### config.mk
export PLATFORM = sky130hd
export DESIGN_NAME = liteeth_sram_fifo_ctrl_flat
export DESIGN_NICKNAME = d
export VERILOG_FILES = /design/src/rtl/liteeth_sram_fifo_ctrl_if.sv /design/src/rtl/liteeth_sram_fifo_ctrl.sv /design/src/flat_wrapper.sv
export SDC_FILE = /design/constraint.sdc
export NUM_CORES = 1
export LEC_CHECK = 0
export CAP_MARGIN = 20
export CORE_ASPECT_RATIO = 0.9
export CORE_MARGIN = 3
export CORE_UTILIZATION = 44
export CTS_CLUSTER_SIZE = 14
export DETAILED_ROUTE_END_ITERATION = 12
export PLACE_DENSITY_LB_ADDON = 0.15
export SETUP_SLACK_MARGIN = 0.1
export SYNTH_ARGS = -nofsm -noshare
export SYNTH_HDL_FRONTEND = slang
export SYNTH_SLANG_ARGS = --single-unit
export TNS_END_PERCENT = 100
### constraint.sdc
create_clock -name clk -period 5.9 [get_ports clk]
set_input_delay 1.18 -clock clk [delete_from_list [all_inputs] [get_ports clk]]
set_output_delay 1.18 -clock clk [all_outputs]
set_load 0.02 [all_outputs]
### src/rtl/liteeth_sram_fifo_ctrl_if.sv
// Valid/ready word stream used on both sides of the SRAM FIFO controller.
// The master drives valid and data; the slave answers with ready.
interface liteeth_sram_fifo_ctrl_if #(
  parameter int DATA_W = 48
) ();
  logic              valid;
  logic              ready;
  logic [DATA_W-1:0] data;

  modport master (output valid, output data, input ready);
  modport slave  (input valid, input data, output ready);
endinterface

### src/rtl/liteeth_sram_fifo_ctrl.sv
// FIFO controller around a 1RW + 1R SRAM macro.
// Accepted words are written through port 0. Port 1 prefetches into a
// 2-entry output buffer, so the head word falls through at one word per cycle.
// The extra buffer slots raise the capacity to DEPTH+2 words.
module liteeth_sram_fifo_ctrl #(
  parameter int DATA_W = 48,
  parameter int ADDR_W = 5
) (
  input  logic                  clk,
  input  logic                  rst_n,
  input  logic                  flush,
  liteeth_sram_fifo_ctrl_if.slave  sink,
  liteeth_sram_fifo_ctrl_if.master source,
  output logic [ADDR_W+1:0]     level,
  output logic                  sram_csb0,
  output logic                  sram_web0,
  output logic [ADDR_W-1:0]     sram_addr0,
  output logic [DATA_W-1:0]     sram_din0,
  output logic                  sram_csb1,
  output logic [ADDR_W-1:0]     sram_addr1,
  input  logic [DATA_W-1:0]     sram_dout1
);

  localparam int DEPTH = 2**ADDR_W;
  localparam logic [ADDR_W:0] FULL_CNT = (ADDR_W+1)'(DEPTH);

  logic [ADDR_W:0]   wptr;
  logic [ADDR_W:0]   rptr;
  logic [ADDR_W:0]   sram_cnt;
  logic              inflight;
  logic [DATA_W-1:0] ob [2];
  logic [1:0]        ob_cnt;

  logic              wr;
  logic              rd;
  logic              pop;
  logic [1:0]        cnt_after_pop;
  logic [1:0]        ob_cnt_next;
  logic [DATA_W-1:0] ob0_next;
  logic [DATA_W-1:0] ob1_next;
  logic [2:0]        ob_claim;

  // Stream handshakes and macro pins, all combinational from registered state.
  // Port 1 only reads addresses whose write retired on an earlier edge, so the
  // two ports never touch the same live location in one cycle.
  always_comb begin
    sram_cnt     = wptr - rptr;
    sink.ready   = rst_n & ~flush & (sram_cnt != FULL_CNT);
    wr           = sink.valid & sink.ready;
    source.valid = (ob_cnt != 2'd0);
    source.data  = ob[0];
    pop          = source.valid & source.ready;
    ob_claim     = {1'b0, ob_cnt} + {2'b00, inflight} - {2'b00, pop};
    rd           = rst_n & ~flush & (sram_cnt != '0) & (ob_claim < 3'd2);

    sram_csb0    = ~wr;
    sram_web0    = ~wr;
    sram_addr0   = wptr[ADDR_W-1:0];
    sram_din0    = sink.data;
    sram_csb1    = ~rd;
    sram_addr1   = rptr[ADDR_W-1:0];

    level        = {1'b0, sram_cnt}
                 + {{(ADDR_W+1){1'b0}}, inflight}
                 + {{ADDR_W{1'b0}}, ob_cnt};
  end

  // Output buffer next state: shift on pop, then place returning read data at the tail.
  always_comb begin
    ob0_next      = ob[0];
    ob1_next      = ob[1];
    cnt_after_pop = ob_cnt - {1'b0, pop};
    if (pop) begin
      ob0_next = ob[1];
    end
    if (inflight) begin
      if (cnt_after_pop == 2'd0) begin
        ob0_next = sram_dout1;
      end else begin
        ob1_next = sram_dout1;
      end
    end
    ob_cnt_next = cnt_after_pop + {1'b0, inflight};
  end

  // Pointer, in-flight and occupancy registers; reset and flush both empty the FIFO.
  always_ff @(posedge clk) begin
    if (!rst_n || flush) begin
      wptr     <= '0;
      rptr     <= '0;
      inflight <= 1'b0;
      ob_cnt   <= 2'd0;
    end else begin
      if (wr) begin
        wptr <= wptr + 1'b1;
      end
      if (rd) begin
        rptr <= rptr + 1'b1;
      end
      inflight <= rd;
      ob_cnt   <= ob_cnt_next;
    end
  end

  // Buffer data needs no reset; ob_cnt alone decides which entries are meaningful.
  always_ff @(posedge clk) begin
    ob[0] <= ob0_next;
    ob[1] <= ob1_next;
  end

endmodule

### src/flat_wrapper.sv
// flat-port wrapper written by rule: the top's interface ports become plain ports
module liteeth_sram_fifo_ctrl_flat 
#(
  parameter int DATA_W = 48,
  parameter int ADDR_W = 5
)
  (clk, rst_n, flush, level, sram_csb0, sram_web0, sram_addr0, sram_din0, sram_csb1, sram_addr1, sram_dout1, sink_valid, sink_data, sink_ready, source_valid, source_data, source_ready);
  liteeth_sram_fifo_ctrl_if #(.DATA_W(DATA_W)) sink_i ();
  liteeth_sram_fifo_ctrl_if #(.DATA_W(DATA_W)) source_i ();
  input  logic clk;
  input  logic rst_n;
  input  logic flush;
  output logic [ADDR_W+1:0] level;
  output logic sram_csb0;
  output logic sram_web0;
  output logic [ADDR_W-1:0] sram_addr0;
  output logic [DATA_W-1:0] sram_din0;
  output logic sram_csb1;
  output logic [ADDR_W-1:0] sram_addr1;
  input  logic [DATA_W-1:0] sram_dout1;
  input wire logic [$bits(sink_i.valid)-1:0] sink_valid;
  input wire logic [$bits(sink_i.data)-1:0] sink_data;
  output wire logic [$bits(sink_i.ready)-1:0] sink_ready;
  output wire logic [$bits(source_i.valid)-1:0] source_valid;
  output wire logic [$bits(source_i.data)-1:0] source_data;
  input wire logic [$bits(source_i.ready)-1:0] source_ready;
  assign sink_i.valid = sink_valid;
  assign sink_i.data = sink_data;
  assign sink_ready = sink_i.ready;
  assign source_valid = source_i.valid;
  assign source_data = source_i.data;
  assign source_i.ready = source_ready;
  liteeth_sram_fifo_ctrl #(.DATA_W(DATA_W), .ADDR_W(ADDR_W)) u_core (.clk(clk), .rst_n(rst_n), .flush(flush), .sink(sink_i), .source(source_i), .level(level), .sram_csb0(sram_csb0), .sram_web0(sram_web0), .sram_addr0(sram_addr0), .sram_din0(sram_din0), .sram_csb1(sram_csb1), .sram_addr1(sram_addr1), .sram_dout1(sram_dout1));
endmodule
==> impl_metrics.csv <==
group,metric,value,unit
timing,hold_viol_final,0,
synthesis,synth_xor_area_frac,0.0212,
floorplan,initial_utilization,0.460,
synthesis,yosysTopAreaCell,"edfxtp_1",
cells_and_area,multi_input_area,1750,um^2
critical_path,crit_type,"primary input to output port",
global_route,antenna_found_initial,0,
worst_hold_path,hp-class,"register to register",
synthesis,synthFlopType,"dfxtp_1",
synthesis,synthSimpleGateAreaFrac,0.0832,
pwr,swShare,0.357,
clock_tree,cts_sinks,111,
cells_and_area,most-common-layout-cells,"clkdlybuf4s50_1, dfxtp_1, a21oi_1",
global_route,grt_usage,0.156,
synthesis,synth_top_area_share,0.269,
cells_and_area,layout_commonest_cell,"clkdlybuf4s50_1",
route,avgRoutedWirePerCell,15.1,um
synthesis,synth_fa_ha_area_frac,0.0406,
timing,whs,0.507,ns
floorplan,io_pins,219,
critical_path,arrival,3.79,ns
synthesis,synth_nets,622,
timing,rsz0062_at_grt,"no",
floorplan,num_rows,37,
critical_path,end_kind,"output port",
clock_tree,post_cts_buffers,0,
floorplan,die_w,122,um
synthesis,avgSynthCellArea,10.6,um^2
global_route,overflow,0,
global_route,use_met2,0.238,
critical_path,cpLargestDelayFamily,"buffers and inverters",
critical_path,worstPathCellList,"clkdlybuf4s50_1, nand2_4, inv_1, ha_1, nand2b_1, fa_1, xnor2_1, nand3_1, nor2_1, inv_1, clkdlybuf4s50_1",
timing,setup_viol,0,
pwr,p_seq_frac,0.358,
global_route,grtUsageMet1,0.201,
placed_design,gp_congestion,0.824,
clock_tree,clk_pin_slew,0.07,ns
synthesis,yosysSeqAreaShare,0.504,
route,dr.pass1.iters,4,
route,wl,10200,um
clock_tree,clockBufferDepth,2,
global_route,grt_pass1_wl,16700,um
timing,period_minus_slack,4.97,ns
critical_path,crit_required,4.72,ns
pwr,vdd_drop_max,0.274,mV
pwr,p_leak,2.61,nW
global_route,gr-usage-met3,0.0531,
placed_design,dp.final_hpwl,7090,um
route,drc,0,
synthesis,async_reset_ff_frac,0,
synthesis,ys_ff_latch,111,
global_route,grt_start_max_net_pins,97,
synthesis,yosys-mux-area-fraction,0.0914,
synthesis,syn-cell-area,5370,um^2
cells_and_area,fill_cells,1075,
timing,timing.setup.tns,0,ns
timing,slew_headroom,0.425,
global_route,grt-busiest-layer,"met2",
critical_path,slowest_stage,"clkdlybuf4s50_1",
route,vias_per_cell,4.79,
route,ant_nets,0,
route,vias,3252,
cells_and_area,syn_to_final_growth,17.1,%
clock_tree,cts-buffers-inserted,9,
outcome,status,"finished, final reports clean",
timing,slew_viol_final,0,
synthesis,ys_warn_count,0,
clock_tree,post_cts_resized,0,
pwr,p_sw,1.13,mW
critical_path,reg2reg_setup_slack,2.97,ns
cells_and_area,diodes,0,
cells_and_area,drive_gt1_frac,0.0478,
synthesis,synthTopCellsByArea,"edfxtp_1, dfxtp_1, buf_4",
clock_tree,clock_tree.root_cell,"clkbuf_16",
synthesis,synth_top_family_by_area,"buffers and inverters",
clock_tree,htreeDepth,3,
timing,fmax,201,MHz
floorplan,die_area,13600,um^2
clock_tree,worst_skew_pair.late_latency,0.34,ns
critical_path,cp-start-kind,"primary input",
timing,worst_pin_slew,0.862,ns
critical_path,cp_max_fo,6,
pwr,clkPwrFrac,0.192,
floorplan,fp.dieH,111,um
pwr,p_comb_frac,0.451,
synthesis,syn_inst,506,
timing,worst_slack,0.925,ns
critical_path,max_stage_delay,0.54,ns
route,first_iter_violations,202,
pwr,total_power,3.16,mW
synthesis,synth_compound_area_frac,0.0830,
timing,fin_crit_sh,0.843,
critical_path,critPathBufInv,4,
floorplan,core_area,11700,um^2
placed_design,io_buffers,122,
cells_and_area,ff_latch_area,2700,um^2
run,maxCapViolations,0,
synthesis,synth_edf_count,48,
clock_tree,ctsHoldBuffers,0,
global_route,grt_pass1_vias,3315,
clock_tree,cts_tree,"built",
timing,finClkSkew,0.00578,ns
synthesis,ys_types,41,
placed_design,place_ws,0.911,ns
pwr,internal_power,2.03,mW
pwr,power_density,503,nW/um^2
cells_and_area,nets,634,
## metal layers
metal,share of wire,up-vias
met3,0.085,37
met2,0.45,117
met5,0,-
met1,0.44,1441
li1,-,1657
met4,0.027,0
## through the flow
stage	instances	utilization	cell area, um^2
finish	679	0.539	6280
global route	679	0.539	6280
CTS	678	0.536	6260
detailed placement	662	0.511	5960
global placement	662	0.511	5960
floorplan	506	-	5370
## cell usage after synthesis (2+ instances only)
master	instances
mux2i_1	49
buf_1	5
o21ai_0	10
xor2_1	5
nor2_1	53
and3_1	2
or3_2	2
nand2_1	7
buf_2	2
a21oi_1	59
nand3_1	3
nand3b_1	2
clkbuf_1	10
fa_1	4
nand2b_1	3
o211ai_1	4
buf_4	107
dfxtp_1	63
inv_1	17
nand4_1	3
xnor2_1	8
ha_1	11
edfxtp_1	48
o31ai_1	3
or3_1	7
or4_1	2
and2_1	2
nor2b_1	2
## final cells by class
class,count,area share
multi-input cells,252,0.278
clock inverters,5,0.00876
flip-flops and latches,111,0.430
inverters,17,0.0102
repair buffers,127,0.204
well taps,156,0.0311
clock buffers,11,0.0386
## final timing paths
path | start | end | depth (start not counted)
worst max-delay path | source_ready | sram_csb1 | 11
worst min-delay path | u_core.rptr[4] | u_core.rptr[4] | 2
worst max register to register | u_core.rptr[0] | u_core.rptr[5] | 9
worst min register to register | u_core.rptr[4] | u_core.rptr[4] | 2
## power groups by stage
stage | logic (mW) | clock network (mW) | registers, mW
3_5_place_dp | 1.43 | 0 | 1.15
2_1_floorplan | 1.14 | 0 | 1.12
4_1_cts | 1.44 | 0.638 | 1.13
6_report | 1.43 | 0.607 | 1.13
3_3_place_gp | 1.41 | 0 | 1.14
5_1_grt | 1.55 | 0.663 | 1.16
## sequential cells by signal (all words and copies together) (netlist names)
name             flops
u_core.inflight      1
u_core.ob           96
u_core.rptr          6
u_core.ob_cnt        2
u_core.wptr          6
## worst min-delay path: cells and delay by family, from the launching register on
| family | cells | cell delay, ns |
|---|---|---|
| AO/OA/AOI/OAI | 2 | 0.14 |
| flip-flops | 1 | 0.33 |
## kinds of logic (layout without fill, tap and decap cells)
| kind of cell | Yosys count | after routing |
|---|---|---|
| AND/OR/NAND/NOR | 93 | 93 |
| flip-flops | 111 | 111 |
| XOR/XNOR | 13 | 13 |
| buffers and inverters | 143 | 160 |
| AO/OA/AOI/OAI | 82 | 82 |
| adder cells (fa/ha/maj) | 15 | 15 |
| multiplexers | 49 | 49 |
No activity file was read; power rests on OpenSTA's default activity.
